## src/rtl/add3_frame_acc_pkg.sv

```systemverilog
// Shared definitions for the adder-result frame accumulator: FSM states and
// the helper that turns the adder's latency parameter into its total delay.
package add3_frame_acc_pkg;

    typedef enum logic {
        ST_IDLE  = 1'b0,
        ST_ACCUM = 1'b1
    } state_t;

    // The upstream adder spends 2*latency cycles from operands to result.
    function automatic int adder_total_latency(input int latency);
        return 2 * latency;
    endfunction

endpackage

```

## src/rtl/add3_frame_acc_valid_delay.sv

```systemverilog
// One-bit shift register that carries a valid tag alongside the adder pipeline,
// with synchronous active-low reset and synchronous flush.
module add3_frame_acc_valid_delay #(
    parameter int DEPTH = 6
) (
    input  logic i_clk,
    input  logic i_rst_n,
    input  logic i_flush,
    input  logic i_din,
    output logic o_dout
);

    logic [DEPTH-1:0] tag_sr;

    // NOTE: non-blocking so every stage captures its neighbour's pre-edge value.
    always_ff @(posedge i_clk) begin
        if (!i_rst_n || i_flush) begin
            tag_sr <= '0;
        end else begin
            tag_sr <= {tag_sr[DEPTH-2:0], i_din};
        end
    end

    assign o_dout = tag_sr[DEPTH-1];

endmodule

```

## src/rtl/add3_frame_acc.sv

```systemverilog
// Sums FRAME_LEN valid adder results per frame and offers each total on a
// valid/ready port backed by a single holding register; blocked totals count as drops.
module add3_frame_acc
    import add3_frame_acc_pkg::*;
#(
    parameter int ADD_LATENCY = 3,
    parameter int Q_BITS      = 32,
    parameter int ACC_BITS    = 40,
    parameter int FRAME_LEN   = 8
) (
    input  logic                i_clk,
    input  logic                i_rst_n,
    input  logic                i_in_valid,
    input  logic [Q_BITS-1:0]   i_q,
    input  logic                i_clear,
    output logic [ACC_BITS-1:0] o_sum,
    output logic                o_sum_ovf,
    output logic                o_valid,
    input  logic                i_ready,
    output logic                o_drop,
    output logic                o_busy
);

    localparam int TAG_DEPTH = adder_total_latency(ADD_LATENCY);
    localparam int CNT_BITS  = $clog2(FRAME_LEN);
    localparam logic [CNT_BITS-1:0] LAST_CNT = CNT_BITS'(FRAME_LEN - 1);

    state_t              state;
    logic [CNT_BITS-1:0] cnt;
    logic [ACC_BITS-1:0] acc;
    logic                acc_ovf;
    logic                tag_al;
    logic [ACC_BITS:0]   add_ext;
    logic                frame_done;

    add3_frame_acc_valid_delay #(
        .DEPTH (TAG_DEPTH)
    ) u_valid_delay (
        .i_clk   (i_clk),
        .i_rst_n (i_rst_n),
        .i_flush (i_clear),
        .i_din   (i_in_valid),
        .o_dout  (tag_al)
    );

    // Extra top bit captures the carry out of the accumulator width.
    assign add_ext    = {1'b0, acc} + {1'b0, ACC_BITS'(i_q)};
    assign frame_done = tag_al && (state == ST_ACCUM) && (cnt == LAST_CNT) && !i_clear;
    assign o_busy     = (state == ST_ACCUM);

    always_ff @(posedge i_clk) begin
        if (!i_rst_n || i_clear) begin
            state   <= ST_IDLE;
            cnt     <= '0;
            acc     <= '0;
            acc_ovf <= 1'b0;
        end else if (tag_al) begin
            if (state == ST_IDLE) begin
                acc     <= ACC_BITS'(i_q);
                acc_ovf <= 1'b0;
                cnt     <= CNT_BITS'(1);
                state   <= ST_ACCUM;
            end else if (cnt == LAST_CNT) begin
                cnt   <= '0;
                state <= ST_IDLE;
            end else begin
                acc     <= add_ext[ACC_BITS-1:0];
                acc_ovf <= acc_ovf | add_ext[ACC_BITS];
                cnt     <= cnt + CNT_BITS'(1);
            end
        end
    end

    // Holding register: a completed total is taken only if the slot is free or
    // being emptied this cycle; otherwise the new total is discarded.
    always_ff @(posedge i_clk) begin
        if (!i_rst_n) begin
            o_sum     <= '0;
            o_sum_ovf <= 1'b0;
            o_valid   <= 1'b0;
            o_drop    <= 1'b0;
        end else begin
            if (frame_done) begin
                if (!o_valid || i_ready) begin
                    o_sum     <= add_ext[ACC_BITS-1:0];
                    o_sum_ovf <= acc_ovf | add_ext[ACC_BITS];
                    o_valid   <= 1'b1;
                end
            end else if (o_valid && i_ready) begin
                o_valid <= 1'b0;
            end

            if (i_clear) begin
                o_drop <= 1'b0;
            end else if (frame_done && o_valid && !i_ready) begin
                o_drop <= 1'b1;
            end
        end
    end

endmodule
```

## config.mk

```make
export PLATFORM = sky130hd
export DESIGN_NAME = add3_frame_acc
export DESIGN_NICKNAME = d
export VERILOG_FILES = /design/src/rtl/add3_frame_acc_pkg.sv /design/src/rtl/add3_frame_acc_valid_delay.sv /design/src/rtl/add3_frame_acc.sv
export SDC_FILE = /design/constraint.sdc
export NUM_CORES = 1
export LEC_CHECK = 0
export ABC_AREA = 1
export BUFFER_PORTS_ARGS = -buffer_cell sky130_fd_sc_hd__buf_2
export CAP_MARGIN = 20
export CELL_PAD_IN_SITES_DETAIL_PLACEMENT = 1
export CELL_PAD_IN_SITES_GLOBAL_PLACEMENT = 1
export CORE_MARGIN = 4
export CORE_UTILIZATION = 37
export CTS_CLUSTER_SIZE = 30
export DETAILED_ROUTE_END_ITERATION = 10
export PLACE_DENSITY = 0.75
export SKIP_CTS_REPAIR_TIMING = 1
export SLEW_MARGIN = 15
export SYNTH_ARGS = -nofsm -noshare
export SYNTH_HDL_FRONTEND = slang
export SYNTH_SLANG_ARGS = --single-unit
```

## constraint.sdc

```tcl
create_clock -name i_clk -period 2 [get_ports i_clk]
set_input_delay 0.2 -clock i_clk [delete_from_list [all_inputs] [get_ports i_clk]]
set_output_delay 0.2 -clock i_clk [all_outputs]
set_load 0.03 [all_outputs]
```

==> run metrics <==
run status complete, but fails checks; failing checks setup timing; Pwr Density 460 nW/um^2; clock share of power 45.0%; Post-synth top cells 364 x nand2_1, 197 x inv_1, 94 x dfxtp_1, 85 x nor2_1, 71 x a21oi_1; ys async rst share 0%; Initial Util 38.0%; Layout area overhead 31.6%; CTS sink count 94; ranking of synthesized cells by area dfxtp_1 27%, nand2_1 20%, inv_1 11%; first-pass GRT wire length 38.5 mm; Cell Count, Final, Fillers Out 1481; Setup Skew 13.1 ps; flop2flop setup slack -20 ps; Die X 145 um; Die Ht 145 um; Syn. warnings 0; PnR worst setup slack -24.7 ps; initial antenna violation count 0; DRC viols 0; Fillers 2426; r2r startpoint acc[12]; Final Hold Viols 0; Remaining Overflow, GRT 0; Antenna Cells 0; worst reg-to-reg path cell count 16; Net Sw Frac 27.6%; Antenna Nets Post-Route 0; combinational power share 10.3%; Placement Setup Slack -158 ps; final hold slack 40.7 ps; Arrival @ worst endpoint 2290 ps; Core Box Area 18200 um^2; most frequent cell after synthesis nand2_1; Mapped Area 6930 um^2; Worst-path clk slew 80 ps; Placement Rows 49; Worst Tran Pin Value 553 ps; Worst Min Path Start i_in_valid; largest net degree at the start of global routing 54; fmax 494 MHz; hold path cells 3; initial drt markers 401; Lkg Pwr 4.58 nW; CP Class register to register; share of layout cells above drive strength 1 31.6%; gr usage total 23.2%; switching power 1.15 mW; top-area cell type share of the netlist area 27.2%; Routed WL 26.1 mm; CTS tree built; fin nets 1319; # H-tree levels 3; Slew headroom 62.8%; Setup-failing EPs final 2; Post-synth EDFFs 0; Reg-to-Reg End o_sum[35]; fin crit share 101%; max_cap viols 0; Cell Count Post-Placement 1459; total CTS buffers 9; synth unique cells 37; Post-Syn Area per Cell 6.13 um^2; Root Buffer clkbuf_16; Max IR drop VDD 0.482 mV; HPWL after DPL 18.4 mm; sequential area share after synthesis 27.2%; I/O pin total 81; crit path capture type register; worst hold-check path type input port to register; fin. max-slew vios 0; Synth area leader dfxtp_1; P_int 3.04 mW; Syn Nets 1202; unrepaired setup endpoints after global routing true; clock latency on the worst-skew pair 370 ps; Primary FF master, synth dfxtp_1; die footprint 21000 um^2; Seq pwr share 44.7%; Critical Path Fanout Max 4; CTS max path bufs 2; Layout Utilization 50.1%; vias in the first global route 7515; Synth Register Bits 94; worst hold endpoint u_valid_delay.tag_sr[0]; CP startpoint kind register; Required @ worst endpoint 2270 ps; routability cong. 0.930; IO Port Bufs 80; wire per inst 17.6 um; drt pass-1 iters 5; Final min period 2020 ps; Post-Syn Instances 1130; number of vias per cell 5.09; Via Count 7541
registers in the layout, summed over array words and instances, names as in the netlist:
signal                count
acc                      40
acc_ovf                   1
cnt                       3
o_busy                    1
o_drop                    1
o_sum                    40
o_sum_ovf                 1
o_valid                   1
u_valid_delay.tag_sr      6
logic make-up after synthesis:
| kind of cell | share of synthesized area, % |
|---|---|
| and+or+nand+nor | 38.4 |
| buffers and inverters | 13.3 |
| AOI/OAI and AO/OA | 12.8 |
| DFF | 27.2 |
| adders and majority gates | 6.43 |
| xor gates and xnor gates | 1.90 |
power groups by stage:
| stage | sequential (mW) | combinational [mW] | clock [mW] |
|---|---|---|---|
| 3_3_place_gp | 1.92 | 0.323 | 0 |
| 4_1_cts | 1.87 | 0.332 | 1.92 |
| 2_1_floorplan | 1.92 | 0.190 | 0 |
| 6_report | 1.87 | 0.432 | 1.89 |
| 3_5_place_dp | 1.92 | 0.328 | 0 |
| 5_1_grt | 1.87 | 0.469 | 2.00 |
how the worst max path moves through the flow:
| stage | from | endpoint | slack [ps] | cells after the start |
|---|---|---|---|---|
| floorplan | acc[0] | o_sum_ovf | 100 | 14 |
| global placement | i_q[0] | acc[14] | -110 | 12 |
| detailed placement | i_q[0] | acc[14] | -160 | 12 |
| CTS | acc[0] | acc[16] | -150 | 12 |
| global route | acc[27] | o_sum[33] | -120 | 12 |
| finish | acc[12] | o_sum[35] | -20 | 16 |
per-layer routing:
| layer | GRT usage, % | share of wire [%] | vias up |
|---|---|---|---|
| met5 | 0 | 0 | - |
| met4 | 4.86 | 1.5 | 0 |
| met3 | 3.52 | 3.8 | 27 |
| met2 | 38.6 | 48 | 167 |
| met1 | 31.9 | 46 | 3606 |
| li1 | - | - | 3741 |
worst max-delay path: stages (launching register included):
cell and delay, ps:
dfxtp_2 340, ha_4 290, nand2_1 70, nand2_1 100
nand2_1 70, nand2_1 180, nand2_1 90, nand2_1 130
inv_1 90, nand3_2 100, nand2_2 90, nand2_1 70
nand2_1 70, nand2_1 70, nand2_1 60, nand2_1 70
inv_1 40
area by class of cell:
class / count / area, um^2 / area share [%]
clock inverters: 7 / 92.6 / 1.02
flip-flops and latches: 94 / 1910 / 20.9
repair buffers: 138 / 870 / 9.54
well taps: 229 / 287 / 3.14
inverters: 205 / 769 / 8.44
multi-input cells: 799 / 4970 / 54.5
clock buffers: 9 / 225 / 2.47
cells in the final DEF (no fill, tap or decap), types with 23 or more instances in the layout:
cell,netlist,routed
nor2_1,85,72
nand3_2,17,23
nand2_1,364,312
ha_4,0,26
buf_2,7,80
dfxtp_1,94,74
nand2_2,32,69
nand3_1,67,55
a21oi_1,71,59
inv_1,197,191
o211ai_1,25,25
buf_4,4,55
per-stage QoR:
stage	TNS, ps	total power, mW	cell area, um^2
after floorplan	0	2.11	6930
after global placement	-858	2.24	7870
after detailed placement	-1970	2.24	7870
after CTS	-2330	4.13	8190
after global routing	-1620	4.34	9120
final	-43.8	4.19	9120
Power figures use the tool's default switching activity.
